==> src/rtl/msi_multi_vector_engine.sv <==
// msi_multi_vector_engine
// Multi-vector MSI event engine for one PCIe function.
// - Per-vector interrupt requests are latched into Pending bits and can be masked per vector.
// - A round-robin arbiter picks the next eligible vector.
// - The engine presents one 32-bit MSI data word, with aliased vector bits and optional
//   extended data, to the posted-write TLP generator over a valid/ready handshake.
// Once presented, a message is never retracted or altered until it is accepted.

module msi_multi_vector_engine #(
    parameter int NUM_VECTORS      = 32,
    parameter bit EXT_DATA_CAPABLE = 1'b1,
    parameter bit PVM_CAPABLE      = 1'b1
) (
    input  logic                   clk,
    input  logic                   rst,
    input  logic                   cfg_msi_enable,
    input  logic [2:0]             cfg_mme,
    input  logic                   cfg_ext_data_en,
    input  logic [15:0]            cfg_msg_data,
    input  logic [15:0]            cfg_ext_msg_data,
    input  logic                   mask_wr_en,
    input  logic [NUM_VECTORS-1:0] mask_wr_data,
    output logic [NUM_VECTORS-1:0] mask_rdata,
    output logic [NUM_VECTORS-1:0] pending_rdata,
    input  logic [NUM_VECTORS-1:0] irq_req,
    output logic                   msg_valid,
    input  logic                   msg_ready,
    output logic [31:0]            msg_data,
    output logic [4:0]             msg_vector
);

    localparam int NV = NUM_VECTORS;
    localparam int PW = (NV > 1) ? $clog2(NV) : 1;

    typedef enum logic [0:0] {
        ST_IDLE = 1'b0,
        ST_SEND = 1'b1
    } state_t;

    // Round-robin pick: first set bit of elig at or after ptr, wrapping mod NV.
    // Scanning from the farthest offset down lets the nearest hit win last.
    function automatic logic [PW:0] rr_pick(input logic [NV-1:0] elig,
                                            input logic [PW-1:0] ptr);
        logic [PW:0]   res;
        logic [PW-1:0] idx;
        res = '0;
        for (int i = NV - 1; i >= 0; i--) begin
            idx = ptr + PW'(i);
            if (elig[idx]) begin
                res = {1'b1, idx};
            end else begin
                res = res;
            end
        end
        return res;
    endfunction

    state_t          state_q;
    logic [NV-1:0]   pending_q;
    logic [NV-1:0]   pending_d;
    logic [NV-1:0]   mask_q;
    logic [NV-1:0]   mask_d;
    logic [PW-1:0]   rr_q;
    logic [PW-1:0]   grant_q;
    logic            msg_valid_q;
    logic [31:0]     msg_data_q;
    logic [4:0]      msg_vector_q;

    logic [NV-1:0]   eligible_s;
    logic [PW:0]     pick_s;
    logic            pick_found_s;
    logic [PW-1:0]   pick_idx_s;
    logic            handshake_s;
    logic [2:0]      mme_eff_s;
    logic [5:0]      alloc_s;
    logic [4:0]      alloc_mask_s;
    logic [4:0]      pick_vec5_s;
    logic [4:0]      alias_vec_s;
    logic [15:0]     data_lo_s;
    logic [15:0]     data_hi_s;

    // Eligibility and round-robin selection of the next vector to send.
    always_comb begin
        eligible_s = '0;
        if (cfg_msi_enable) begin
            eligible_s = pending_q & ~mask_q;
        end else begin
            eligible_s = '0;
        end
        pick_s       = rr_pick(eligible_s, rr_q);
        pick_found_s = pick_s[PW];
        pick_idx_s   = pick_s[PW-1:0];
        handshake_s  = (state_q == ST_SEND) && msg_valid_q && msg_ready;
    end

    // Vector aliasing and message data composition for the candidate grant.
    always_comb begin
        if (cfg_mme > 3'd5) begin
            mme_eff_s = 3'd5;
        end else begin
            mme_eff_s = cfg_mme;
        end
        alloc_s = 6'd1 << mme_eff_s;
        if (alloc_s > 6'(NV)) begin
            alloc_s = 6'(NV);
        end else begin
            alloc_s = alloc_s;
        end
        alloc_mask_s = 5'(alloc_s - 6'd1);
        pick_vec5_s  = 5'(pick_idx_s);
        alias_vec_s  = pick_vec5_s & alloc_mask_s;
        data_lo_s    = (cfg_msg_data & ~{11'h000, alloc_mask_s}) | {11'h000, alias_vec_s};
        if (EXT_DATA_CAPABLE && cfg_ext_data_en) begin
            data_hi_s = cfg_ext_msg_data;
        end else begin
            data_hi_s = 16'h0000;
        end
    end

    // Next pending: clear the accepted vector, then merge new enabled requests so a
    // request arriving in the handshake cycle survives as a fresh event.
    always_comb begin
        pending_d = pending_q;
        if (handshake_s) begin
            pending_d[grant_q] = 1'b0;
        end else begin
            pending_d = pending_q;
        end
        if (cfg_msi_enable) begin
            pending_d = pending_d | irq_req;
        end else begin
            pending_d = pending_d;
        end
    end

    // Next mask: writable only when per-vector masking is implemented.
    always_comb begin
        mask_d = mask_q;
        if (!PVM_CAPABLE) begin
            mask_d = '0;
        end else if (mask_wr_en) begin
            mask_d = mask_wr_data;
        end else begin
            mask_d = mask_q;
        end
    end

    // Pending and mask state registers.
    always_ff @(posedge clk) begin
        if (rst) begin
            pending_q <= '0;
            mask_q    <= '0;
        end else begin
            pending_q <= pending_d;
            mask_q    <= mask_d;
        end
    end

    // Issue FSM: captures grant and message at entry to SEND and holds them until accepted.
    always_ff @(posedge clk) begin
        if (rst) begin
            state_q      <= ST_IDLE;
            msg_valid_q  <= 1'b0;
            msg_data_q   <= 32'h0000_0000;
            msg_vector_q <= 5'd0;
            grant_q      <= '0;
            rr_q         <= '0;
        end else begin
            case (state_q)
                ST_IDLE: begin
                    if (pick_found_s) begin
                        state_q      <= ST_SEND;
                        msg_valid_q  <= 1'b1;
                        msg_data_q   <= {data_hi_s, data_lo_s};
                        msg_vector_q <= alias_vec_s;
                        grant_q      <= pick_idx_s;
                    end else begin
                        state_q     <= ST_IDLE;
                        msg_valid_q <= 1'b0;
                    end
                end
                ST_SEND: begin
                    if (msg_ready) begin
                        state_q     <= ST_IDLE;
                        msg_valid_q <= 1'b0;
                        if (NV > 1) begin
                            rr_q <= grant_q + PW'(1);
                        end else begin
                            rr_q <= '0;
                        end
                    end else begin
                        state_q     <= ST_SEND;
                        msg_valid_q <= 1'b1;
                    end
                end
                default: begin
                    state_q     <= ST_IDLE;
                    msg_valid_q <= 1'b0;
                end
            endcase
        end
    end

    assign mask_rdata    = mask_q;
    assign pending_rdata = pending_q;
    assign msg_valid     = msg_valid_q;
    assign msg_data      = msg_data_q;
    assign msg_vector    = msg_vector_q;

endmodule
==> config.mk <==
export PLATFORM = sky130hd
export DESIGN_NAME = msi_multi_vector_engine
export DESIGN_NICKNAME = d
export VERILOG_FILES = /design/src/rtl/msi_multi_vector_engine.sv
export SDC_FILE = /design/constraint.sdc
export NUM_CORES = 1
export LEC_CHECK = 0
export BUFFER_PORTS_ARGS = -buffer_cell sky130_fd_sc_hd__buf_2
export CAP_MARGIN = 10
export CORE_MARGIN = 2
export CORE_UTILIZATION = 54
export CTS_BUF_LIST = sky130_fd_sc_hd__clkbuf_2
export DETAILED_ROUTE_END_ITERATION = 7
export PLACE_DENSITY = 0.78
export REMOVE_ABC_BUFFERS = 1
export SYNTH_ARGS = -nofsm -noshare
export SYNTH_HDL_FRONTEND = slang
export SYNTH_SLANG_ARGS = --single-unit
==> constraint.sdc <==
create_clock -name clk -period 6.2 [get_ports clk]
set_clock_uncertainty 0.1 [all_clocks]
set_input_delay 0.31 -clock clk [delete_from_list [all_inputs] [get_ports clk]]
set_output_delay 0.31 -clock clk [all_outputs]
set_load 0.01 [all_outputs]
==> run metrics <==
status=complete, no violations; Worst-Margin Slew=roughly 1.2 ns; initial antenna violation count=3; Reg clk slew, reported paths=roughly 0.36 ns; vias per std cell=6.97; H-tree Lvls=3; # rows=51; minimum clock period=roughly 6 ns; r2r startpoint=rr_q[1]; die span in x=about 150 um; Overflow after GRT=0; top cell type's share of synthesized area=0.206; sink of the worst hold path=msg_vector[1]; highest achievable clock rate=0.165 GHz; Worst EP required=between 6 and 7 ns; CTS buffer count=9; top post-synthesis cells by area=dfxtp_1 (21%), mux4_2 (12%), mux2i_1 (7.9%); final wirelength=between 50000 and 60000 um; first-pass GRT wire length=76100 um; total negative slack=0 ns; core area=~20000 sq um; Slew Viols, Final=0; main flop type after synthesis=dfxtp_1; fin crit share=0.976; Post-Syn Area=10900 sq um; worst-path fanout max=22; Critical Path AT=6.56 ns; post-synthesis register bit count=112; Cell variety after synth=86; die area=around 21000 sq um; total number of vias=around 14000; TritonRoute pass-1 iters=7; Final Util=0.708; ys async rst share=0; P per Cell Area=~260 nW/um^2; routability cong.=approximately 1.1; DRC Markers=0; layout cells sized above 1=0.216; sequential element share of the synthesized area=0.206; Post-synth EDFFs=0; Worst R2R Setup Slack=~0.15 ns; Layout Nets=1789; Static Leak=between 5 and 6 nW; critical path endpoint category=register; RSZ-0062 raised after global routing=false; YS warnings=0; Area growth syn-to-layout=27.7%; hold path start=cfg_mme[0]; largest net degree at the start of global routing=just over 70; max cap viols=0; reg2reg end=msg_data[23]; post-synth top area cell=dfxtp_1; GRT Util Overall=0.456; port bufs=206; I/O pin cnt=207; Worst Setup SP=rr_q[1]; Post-DP HPWL=32900 um; Synth Instances=around 1400; WL per Instance=25.9 um; worst hold path depth=5; CTS Buffer Depth=2; path category of the worst min-delay check=in2reg; Setup violations, final=0; DRC marker count from the first detailed-route iteration=2053; IR drop worst, VDD=0.163 mV; r2r worst-path depth=17; root buf cell=clkbuf_2; Final ANT Viol Nets=0; FILL cells=about 1500; Commonest cells post-synth=nand2_1 (158), nor2_1 (118), dfxtp_1 (112), a21oi_1 (100), mux2i_1 (86); Startpoint Class=register; Synth Area per Inst=8.03 sq um; Initial Util=0.554; Sink Count=between 100 and 150; worst skew pair latency=between 0.7 and 0.8 ns; cell with the most instances after synthesis=nand2_1; Die Ht=around 150 um; CTS tree=yes; Crit Path Category=reg2reg; count of final hold-check violations=0; post-CTS setup repair buffer count=0; relative slew slack=0.189; vias in the first global route=around 13000
-- repair_timing --
| action | in CTS | in global routing |
|---|---|---|
| setup endpoints to repair | 0 | 17 |
| hold endpoints to repair | 106 | 0 |
| hold buffers | 151 | 0 |
| resized for setup | 0 | 6 |
-- layout make-up --
cell class	instances	area, sq um	area share
multi-input cells	1122	8160	0.588
repair buffers	402	2910	0.210
flip-flops and latches	112	2250	0.162
well taps	265	332	0.0239
clock inverters	7	93.8	0.00677
inverters	20	75.1	0.00541
clock buffers	9	45.0	0.00325
diodes	3	7.51	0.000541
-- worst max-delay path: stages (launching register included) --
cell	delay [ns]
dfxtp_1	0.50
inv_1	0.11
buf_4	0.22
ha_1	0.33
buf_4	0.31
mux4_2	0.38
a22oi_2	0.48
mux4_2	0.47
nand3_1	0.25
nor3_1	0.38
nand4b_1	0.21
nor4_2	0.44
buf_4	0.23
nor2_4	0.12
nand3_1	0.12
dlygate4sd3_1	0.55
a21oi_1	0.10
dlygate4sd3_1	0.63
-- placed cells by master (no fill, tap or decap), drive strengths merged, types with 9 or more instances in the layout --
master	n
dfxtp	112
nand2b	43
inv	24
xnor2	23
mux2i	88
nor2b	28
nor3b	17
nor3	18
nor2	119
and3b	13
a22oi	23
o22ai	41
mux4	59
nand2	158
clkbuf	9
nand3	40
o21ai	66
o211ai	18
a21oi	100
ha	17
a31oi	9
dlygate4sd3	151
o2111ai	12
and2	21
buf	251
xor2	16
a211oi	27
-- logic make-up after synthesis --
kind of cell               count (synthesis)  share of synthesized area
buffers and inverters                    119                     0.0459
muxes                                    154                      0.212
adders and majority gates                 17                     0.0196
DFF                                      112                      0.206
AOI/OAI and AO/OA                        394                      0.243
xor gates and xnor gates                  39                     0.0328
and+or+nand+nor                          517                      0.240
-- registers in the layout (all words and copies together) (netlist names) --
name and count:
pending_rdata 32, rr_q 5, grant_q 5, msg_vector 5, msg_data 32, mask_rdata 32, msg_valid 1
-- through the flow --
step	hold slack (ns)	area, sq um	std cells	setup WS [ns]	power [W]
after floorplan	0.279	10400	1253	-1.96	0.00226
after global placement	0.338	12200	1769	0.913	0.00298
after detailed placement	0.340	12200	1769	0.870	0.00298
after CTS	0.00132	13800	1936	0.119	0.00346
after global routing	0.0247	13900	1940	0.0437	0.00376
final	0.0381	13900	1940	0.146	0.00362
-- per-layer routing --
layer / share of wire / vias up / GRT usage
met5: 0 / - / 0
met3: 0.14 / 276 / 0.120
li1: - / 5749 / -
met1: 0.36 / 6312 / 0.573
met2: 0.44 / 1188 / 0.713
met4: 0.065 / 0 / 0.252
-- worst max path at each step --
stage | end | slack [ns] | cells after the start
floorplan | grant_q[2] | -1.96 | 12
global placement | grant_q[3] | 0.91 | 13
detailed placement | msg_vector[3] | 0.87 | 13
CTS | msg_data[23] | 0.12 | 15
global route | msg_data[4] | 0.04 | 16
finish | msg_data[23] | 0.15 | 17
-- power breakdown --
part           switching [W]  leakage [nW]  internal [W]
registers           0.000133         0.926      0.000810
clock network       0.000314        0.0805     0.0000788
logic                0.00137          4.67      0.000911
total                0.00182          5.67       0.00180
Note: power is estimated with default switching activity, not from simulation.
